--- config.mk ---
export PLATFORM = sky130hd
export DESIGN_NAME = de_load_scoreboard
export DESIGN_NICKNAME = d
export VERILOG_FILES = /design/src/rtl/sb_pkg.sv /design/src/rtl/sb_entry.sv /design/src/rtl/de_load_scoreboard.sv
export SDC_FILE = /design/constraint.sdc
export NUM_CORES = 1
export LEC_CHECK = 0
export BUFFER_PORTS_ARGS = -buffer_cell sky130_fd_sc_hd__buf_2
export CAP_MARGIN = 5
export CORE_UTILIZATION = 55
export CTS_BUF_LIST = sky130_fd_sc_hd__clkbuf_2
export DETAILED_ROUTE_END_ITERATION = 10
export HOLD_SLACK_MARGIN = 0.08
export PLACE_DENSITY = 0.81
export SLEW_MARGIN = 25
export SYNTH_ARGS = -nofsm -noshare
export SYNTH_HDL_FRONTEND = slang
export SYNTH_SLANG_ARGS = --single-unit
--- constraint.sdc ---
create_clock -name clk -period 3.5 [get_ports clk]
set_input_delay 0.175 -clock clk [delete_from_list [all_inputs] [get_ports clk]]
set_output_delay 0.175 -clock clk [all_outputs]
set_load 0.01 [all_outputs]
--- src/rtl/sb_pkg.sv ---
// rtl/sb_pkg.sv - shared types, latency defaults and width helpers for the DE scoreboard
//
// Contents:
//   SB_NREG_DEF, SB_LOAD_LAT_DEF, SB_ALU_LAT_DEF : default configuration
//   reg_idx_t                                    : architectural register index (full RV32I width)
//   sb_max_lat(a, b)                             : larger of the two writer latencies
//   sb_cnt_w(max_lat)                            : countdown width able to hold max_lat, at least 1
package sb_pkg;

    localparam int SB_NREG_DEF     = 32;
    localparam int SB_LOAD_LAT_DEF = 1;
    localparam int SB_ALU_LAT_DEF  = 0;

    typedef logic [$clog2(SB_NREG_DEF)-1:0] reg_idx_t;

    function automatic int sb_max_lat(input int a, input int b);
        return (a > b) ? a : b;
    endfunction

    function automatic int sb_cnt_w(input int max_lat);
        int w;
        w = $clog2(max_lat + 1);
        return (w < 1) ? 1 : w;
    endfunction

endpackage

--- src/rtl/sb_entry.sv ---
// rtl/sb_entry.sv - one per-register countdown of remaining hazard cycles
//
// Ports:
//   clk      in  pipeline clock
//   rst_n    in  asynchronous active-low reset, clears the count
//   load     in  a writer to this register issues this cycle
//   load_val in  CW  cycles the new writer keeps the register unavailable
//   busy     out register still has stall cycles outstanding
module sb_entry
    import sb_pkg::*;
#(
    parameter int CW = 1
) (
    input  logic          clk,
    input  logic          rst_n,
    input  logic          load,
    input  logic [CW-1:0] load_val,
    output logic          busy
);

    logic [CW-1:0] cnt;

    // A reload replaces the old count outright: the youngest writer decides
    // readiness, and a reload never also decrements in the same cycle.
    always_ff @(posedge clk or negedge rst_n) begin
        if (!rst_n) begin
            cnt <= '0;
        end else if (load) begin
            cnt <= load_val;
        end else if (cnt != '0) begin
            cnt <= cnt - 1'b1;
        end
    end

    assign busy = (cnt != '0);

endmodule

--- src/rtl/de_load_scoreboard.sv ---
// rtl/de_load_scoreboard.sv - decode-stage hazard scoreboard driving PC, FE/DE and DE/EX controls
//
// Optional feature macro: SB_PERF_EN adds the stall_cycles performance counter port.
//
// Ports:
//   clk, rst_n                  clock, asynchronous active-low reset
//   de_valid                    DE holds a real instruction
//   de_rs1, de_rs2              source indices; de_use_rs1/de_use_rs2 say whether each is read
//   de_rd, de_ru_wr, de_dm_rd   destination index, writes-rd flag, is-load flag
//   ex_flush                    EX resolved a taken branch/jump; DE instruction is killed
//   stall                       hold PC and FE/DE
//   pc_wr, fd_wr                PC and FE/DE write enables (inverse of stall)
//   de_clr                      bubble into DE/EX
//   stall_cycles                saturating count of stalled cycles (SB_PERF_EN only)
module de_load_scoreboard
    import sb_pkg::*;
#(
    parameter  int NREG     = SB_NREG_DEF,
    parameter  int LOAD_LAT = SB_LOAD_LAT_DEF,
    parameter  int ALU_LAT  = SB_ALU_LAT_DEF,
    localparam int AW       = $clog2(NREG)
) (
    input  logic          clk,
    input  logic          rst_n,
    input  logic          de_valid,
    input  logic [AW-1:0] de_rs1,
    input  logic [AW-1:0] de_rs2,
    input  logic          de_use_rs1,
    input  logic          de_use_rs2,
    input  logic [AW-1:0] de_rd,
    input  logic          de_ru_wr,
    input  logic          de_dm_rd,
    input  logic          ex_flush,
    output logic          stall,
    output logic          pc_wr,
    output logic          fd_wr,
    output logic          de_clr
`ifdef SB_PERF_EN
    ,
    output logic [31:0]   stall_cycles
`endif
);

    localparam int MAX_LAT = sb_max_lat(LOAD_LAT, ALU_LAT);
    localparam int CW      = sb_cnt_w(MAX_LAT);

    logic [NREG-1:0] busy;
    logic            hazard;
    logic            issue;
    logic            wr_en;
    logic [CW-1:0]   load_val;

    // x0 has no counter; tying its busy bit low makes reads of x0 hazard-free
    // without a separate zero compare on each source.
    assign busy[0] = 1'b0;

    assign wr_en    = issue & de_ru_wr;
    assign load_val = de_dm_rd ? CW'(LOAD_LAT) : CW'(ALU_LAT);

    for (genvar r = 1; r < NREG; r++) begin : g_entry
        sb_entry #(
            .CW (CW)
        ) u_entry (
            .clk      (clk),
            .rst_n    (rst_n),
            .load     (wr_en & (de_rd == AW'(r))),
            .load_val (load_val),
            .busy     (busy[r])
        );
    end

    assign hazard = de_valid & ((de_use_rs1 & busy[de_rs1]) | (de_use_rs2 & busy[de_rs2]));

    // Flush beats stall so the PC is free to take the branch target.
    assign stall  = hazard & ~ex_flush;
    assign issue  = de_valid & ~stall & ~ex_flush;
    assign pc_wr  = ~stall;
    assign fd_wr  = ~stall;
    // Pending state is cleared asynchronously, so stall is already low during
    // reset; the bubble is forced here to keep DE/EX empty until release.
    assign de_clr = stall | ex_flush | ~rst_n;

`ifdef SB_PERF_EN
    always_ff @(posedge clk or negedge rst_n) begin
        if (!rst_n) begin
            stall_cycles <= '0;
        end else if (stall && (stall_cycles != 32'hFFFF_FFFF)) begin
            stall_cycles <= stall_cycles + 32'd1;
        end
    end
`endif

endmodule

# Yosys cells after proc, flatten, opt, wreduce, memory -nomap -nowiden
# Index checks and enable logic that the tools add are counted.
dict set report word_totals {
  wordCells 206
  output_inout_bits 4
  register_bits 31
}
dict set report classes {
  mux 67
  n_eq_ne 31
  n_lt_le_gt_ge 2
  n_bitwise 44
  n_addsub 31
}
# cell n
set op_table {}
lappend op_table {{$eq 5x5->1 const B} 16}
lappend op_table {{$mux 1} 65}
lappend op_table {{$eq 5x4->1 const B} 8}
lappend op_table {{$and 1x1->1} 38}
lappend op_table {{$sub 1x1->1 const B} 31}
lappend op_table {{$eq 5x3->1 const B} 4}
lappend op_table {{$lt 5x6->1 const B} 2}
lappend op_table {{$bmux 1 s5} 2}
lappend op_table {{$eq 5x2->1 const B} 2}
lappend op_table {{$eq 5x1->1 const B} 1}
lappend op_table {{$not 1->1} 3}
lappend op_table {{$or 1x1->1} 3}

# Depth between registers and ports, before layout
dict set report logic_depth {
  word_depth 12
  mapped_depth 9
  mapped_depth_nobuf 5
}

# Modules after synthesis
# From an unflattened synthesis, not the netlist that was laid out.
dict set report hier_totals {
  cells_unflattened 174
  hier_area_um2 2033.2
}
# module area_per_inst_um2 cells_each instances
set modules_own_cells {}
lappend modules_own_cells {de_load_scoreboard 1063.5 112 1}
lappend modules_own_cells {sb_entry 31.3 2 31}

# Least setup slack after synthesis
# OpenSTA, ideal clock, no wires.
dict set report synth_timing {
  kind {flip-flop to output port}
  startpoint {reg g_entry[19].u_entry.cnt}
  endpoint {out pc_wr}
  arrival_ns 2.226
  path_stages_with_launch 7
  n_path_buf 2
  setup_slack_ns 1.099
  required_time_ns 3.325
  cell_sequence {dfrtp_1 > mux4_2 > o2111a_1 > o41a_4 > buf_6 > o21ai_0 > buf_4}
}
dict set report synth_between {
  elab_chain_len 7
  elab_cells_between_ends 10
  classes_between {mux (4); bitwise (6)}
}
# item line
set synth_rtl {}
lappend synth_rtl {{from (decl)} sb_entry.sv:21} ;# logic [CW-1:0] cnt;
lappend synth_rtl {{from (signal assigned)} sb_entry.sv:29} ;# cnt <= load_val;
lappend synth_rtl {{from (signal assigned)} sb_entry.sv:31} ;# cnt <= cnt - 1'b1;
lappend synth_rtl {{$bmux 1 s5} de_load_scoreboard.sv:72} ;# assign hazard = de_valid & ((de_use_rs1 & busy[de_rs1]) | (de_use_rs2 & busy[de_rs2]));
lappend synth_rtl {{$mux 1 (implied by the code)} de_load_scoreboard.sv:72}
lappend synth_rtl {{$and 1x1->1} de_load_scoreboard.sv:72}
lappend synth_rtl {{$or 1x1->1 (*)} de_load_scoreboard.sv:72}
lappend synth_rtl {{$and 1x1->1 (*)} de_load_scoreboard.sv:72}
lappend synth_rtl {{$and 1x1->1 (*)} de_load_scoreboard.sv:75} ;# assign stall = hazard & ~ex_flush;
lappend synth_rtl {{$not 1->1 (*)} -}
lappend synth_rtl {{to (decl)} de_load_scoreboard.sv:35} ;# output logic pc_wr,
# Mark *: on every way between the ends. The rest lies on a longest branch, timed or not. The select of a mux whose other input is x is not followed.

# Worst setup path after layout
dict set report layout_timing {
  startpoint {reg g_entry[18].u_entry.cnt}
  endpoint {out fd_wr}
}
dict set report layout_between {
  elab_chain_len 7
  elab_cells_between_ends 10
  classes_between {mux (4); bitwise (6)}
}
# item line
set layout_rtl {}
lappend layout_rtl {{from (decl)} sb_entry.sv:21}
lappend layout_rtl {{from (signal assigned)} sb_entry.sv:29}
lappend layout_rtl {{from (signal assigned)} sb_entry.sv:31}
lappend layout_rtl {{$bmux 1 s5} de_load_scoreboard.sv:72}
lappend layout_rtl {{$mux 1 (implied by the code)} de_load_scoreboard.sv:72}
lappend layout_rtl {{$and 1x1->1} de_load_scoreboard.sv:72}
lappend layout_rtl {{$or 1x1->1 (*)} de_load_scoreboard.sv:72}
lappend layout_rtl {{$and 1x1->1 (*)} de_load_scoreboard.sv:72}
lappend layout_rtl {{$and 1x1->1 (*)} de_load_scoreboard.sv:75}
lappend layout_rtl {{$not 1->1 (*)} de_load_scoreboard.sv:78} ;# assign fd_wr = ~stall;
lappend layout_rtl {{to (decl)} de_load_scoreboard.sv:36} ;# output logic fd_wr,
# Marked as above.

==> impl_metrics.json <==
{
  "status": "finished clean",
  "place_hpwl_mm": 2.959,
  "die_w_um": 59.42,
  "timing.final.crit_share_pct": 79.40,
  "use_met1_pct": 31.45,
  "fmax_ghz": 0.3599,
  "cap_violations": 0,
  "root_buffer": "clkbuf_2",
  "hold_buffers": 1,
  "r2r-end": "g_entry[16].u_entry.busy",
  "worst_slew_pin_slew_ps": 664.4,
  "grt_pass1_wl_mm": 6.037,
  "finalClockSkew_ps": 10.75,
  "multi_input_area_sq_um": 917.1,
  "critPathMaxFanout": 33,
  "drt_iter0_drc": 75,
  "finalCriticalPeriod_ps": 2779,
  "leakagePower_nw": 0.8648,
  "synth_top_area_share_pct": 42.79,
  "synth_area_leaders": "dfrtp_1 43%, nor4_1 11%, mux2i_1 8.3%",
  "synth_cell_type_count": 36,
  "criticalPathCategory": "reg -> out",
  "grtUsageMet2_pct": 37.88,
  "syn_area_sq_um": 1813,
  "yosysSeqAreaShare_pct": 42.79,
  "area_growth_pct": 7.385,
  "coreArea_sq_um": 3078,
  "seq_area_sq_um": 775.7,
  "worstHoldPathType": "in -> reg",
  "antenna_left": 0,
  "clk_pin_slew_ps": 140,
  "final_util_pct": 63.25,
  "setup_viol": 0,
  "std_cell_rows": 20,
  "ioPinCount": 27,
  "place_congestion": 0.8131,
  "critical_path.startpoint": "g_entry[18].u_entry.busy",
  "crit_end": "fd_wr",
  "io_buffers": 26,
  "grt_util_all_layers_pct": 23.97,
  "hold_viol_final": 0,
  "fin_cells": 231,
  "routed_via_density": 6.195,
  "largest_reg_flops": 31,
  "cts_tree": "yes",
  "yosysTopAreaCell": "dfrtp_1",
  "h-tree-depth": 2,
  "antenna_found_initial": 0,
  "slew_violations": 0,
  "n_fill_cell": 251,
  "num_vias": 1431,
  "worstSkewPairLatency_ps": 340,
  "nets": 209,
  "dieHeight_um": 59.42,
  "final_cell_area_sq_um": 1947,
  "avgSynthCellArea_sq_um": 10.73,
  "cts_made_buffers": 5,
  "power_density_nw_per_um2": 314.8,
  "peakVddDrop_mv": 0.1685,
  "ff2ff_setup_slack_ps": 1210,
  "drive_above_1_share_pct": 24.06,
  "r2r_start": "g_entry[27].u_entry.busy",
  "crit_arrival_ps": 2600,
  "final_cell_mix": "32 x nor4_1, 31 x dfrtp_1, 26 x buf_2",
  "wl_mm": 3.784,
  "ys_ff_latch": 31,
  "synth_nets": 192,
  "start_kind": "flip-flop",
  "die_area_sq_um": 3530,
  "drc_errors": 0,
  "dp_cells": 222,
  "rsz0062_at_grt": "false",
  "tns_ps": 0,
  "synth_cells": 169,
  "grt-busiest-layer": "met2",
  "cts_resized": 0,
  "first_pass_iters": 4,
  "post-cts-setup-buffers": 0,
  "worst_ep_required_time_ps": 3320,
  "wire_per_inst_um": 16.38,
  "grt_max_degree": 34,
  "cts_sinks": 31,
  "slew_headroom_pct": 55.71,
  "clockBufferDepth": 2,
  "diodes": 0,
  "placed_area_sq_um": 1897,
  "gr-usage-met3_pct": 3.930,
  "initial_core_util_pct": 58.90,
  "final_common_cell": "nor4_1",
  "grt_remaining_overflow": 0,
  "worstRegToRegCells": 6,
  "grt_pass1_vias": 1285,
  "yosysWarningCount": 0,
  "cp-end-kind": "output pin"
}
[power by group]
| part | total (mW) | internal [mW] | switching [mW] |
|---|---|---|---|
| combinational | 0.0940 | 0.0345 | 0.0595 |
| clock | 0.160 | 0.0545 | 0.105 |
| sequential | 0.359 | 0.359 | 0.000306 |
[worst max-delay path: stages, from the launching register on]
cell and delay (ps):
dfrtp_1 420, mux4_2 480, o2111a_1 290, o41a_4 620
o21ai_0 270, buf_2 180
[synthesized netlist by cell type]
cell type and count:
o211ai_1 1, buf_1 2, nor2b_1 9, o2111a_1 1, buf_4 1, o21a_1 1
nand2b_1 5, or2_2 1, mux4_1 1, a22oi_1 2, a211oi_1 1, o311a_1 1
clkbuf_1 5, inv_1 3, mux2_2 2, mux2i_1 15, nand3b_1 2, and2_1 1
and2b_1 2, mux4_2 6, a221oi_1 1, nand3_1 5, nand2_1 11, o21ai_0 1
a21oi_1 1, a221o_1 1, nor2_1 6, a311oi_1 2, dfrtp_1 31, nor4_1 32
buf_6 4, a2111oi_0 2, and3_1 2, buf_2 6, or4_1 1, o41a_4 1
[through the flow]
stage                     hold slack (ps)  power (mW)  setup WS (ps)
after floorplan                    -120.6      0.4327           1099
after global placement              231.0      0.4544           1109
after detailed placement            239.9      0.4582           1066
after CTS                           173.2      0.6185          724.0
after global routing                169.0      0.6463          567.9
final                               191.7      0.6129          721.1
[metal layers]
layer	routed length, um	up-vias
met5	0	-
met4	108	0
met3	229	13
met2	1820	67
met1	1626	672
li1	-	679
[how the worst min path moves through the flow]
| stage | cells after the start | endpoint | start | slack [ps] |
|---|---|---|---|---|
| 4_1_cts | 4 | g_entry[8].u_entry.busy | de_rd[1] | 170 |
| 5_1_grt | 3 | g_entry[29].u_entry.busy | de_rd[0] | 170 |
| 3_5_place_dp | 1 | g_entry[3].u_entry.busy | rst_n | 240 |
| 2_1_floorplan | 0 | g_entry[10].u_entry.busy | rst_n | -120 |
| 3_3_place_gp | 1 | g_entry[1].u_entry.busy | rst_n | 230 |
| 6_report | 4 | g_entry[8].u_entry.busy | de_rd[1] | 190 |
[cell type report]
type	instances	share of cell area, %
tap	44	2.828
multi-input combinational	117	47.11
clock buffer	7	1.799
clock inverter	1	0.2571
inverter	3	0.5784
timing repair buffer	28	7.584
sequential	31	39.85
[cells by family after synthesis]
logic type | count (synthesis) | synth area share (%)
simple gates | 77 | 24.22
flops | 31 | 42.79
mux | 24 | 18.43
buf+inv | 21 | 6.626
compound gates | 16 | 7.937
(Power assumes the default switching activity.)
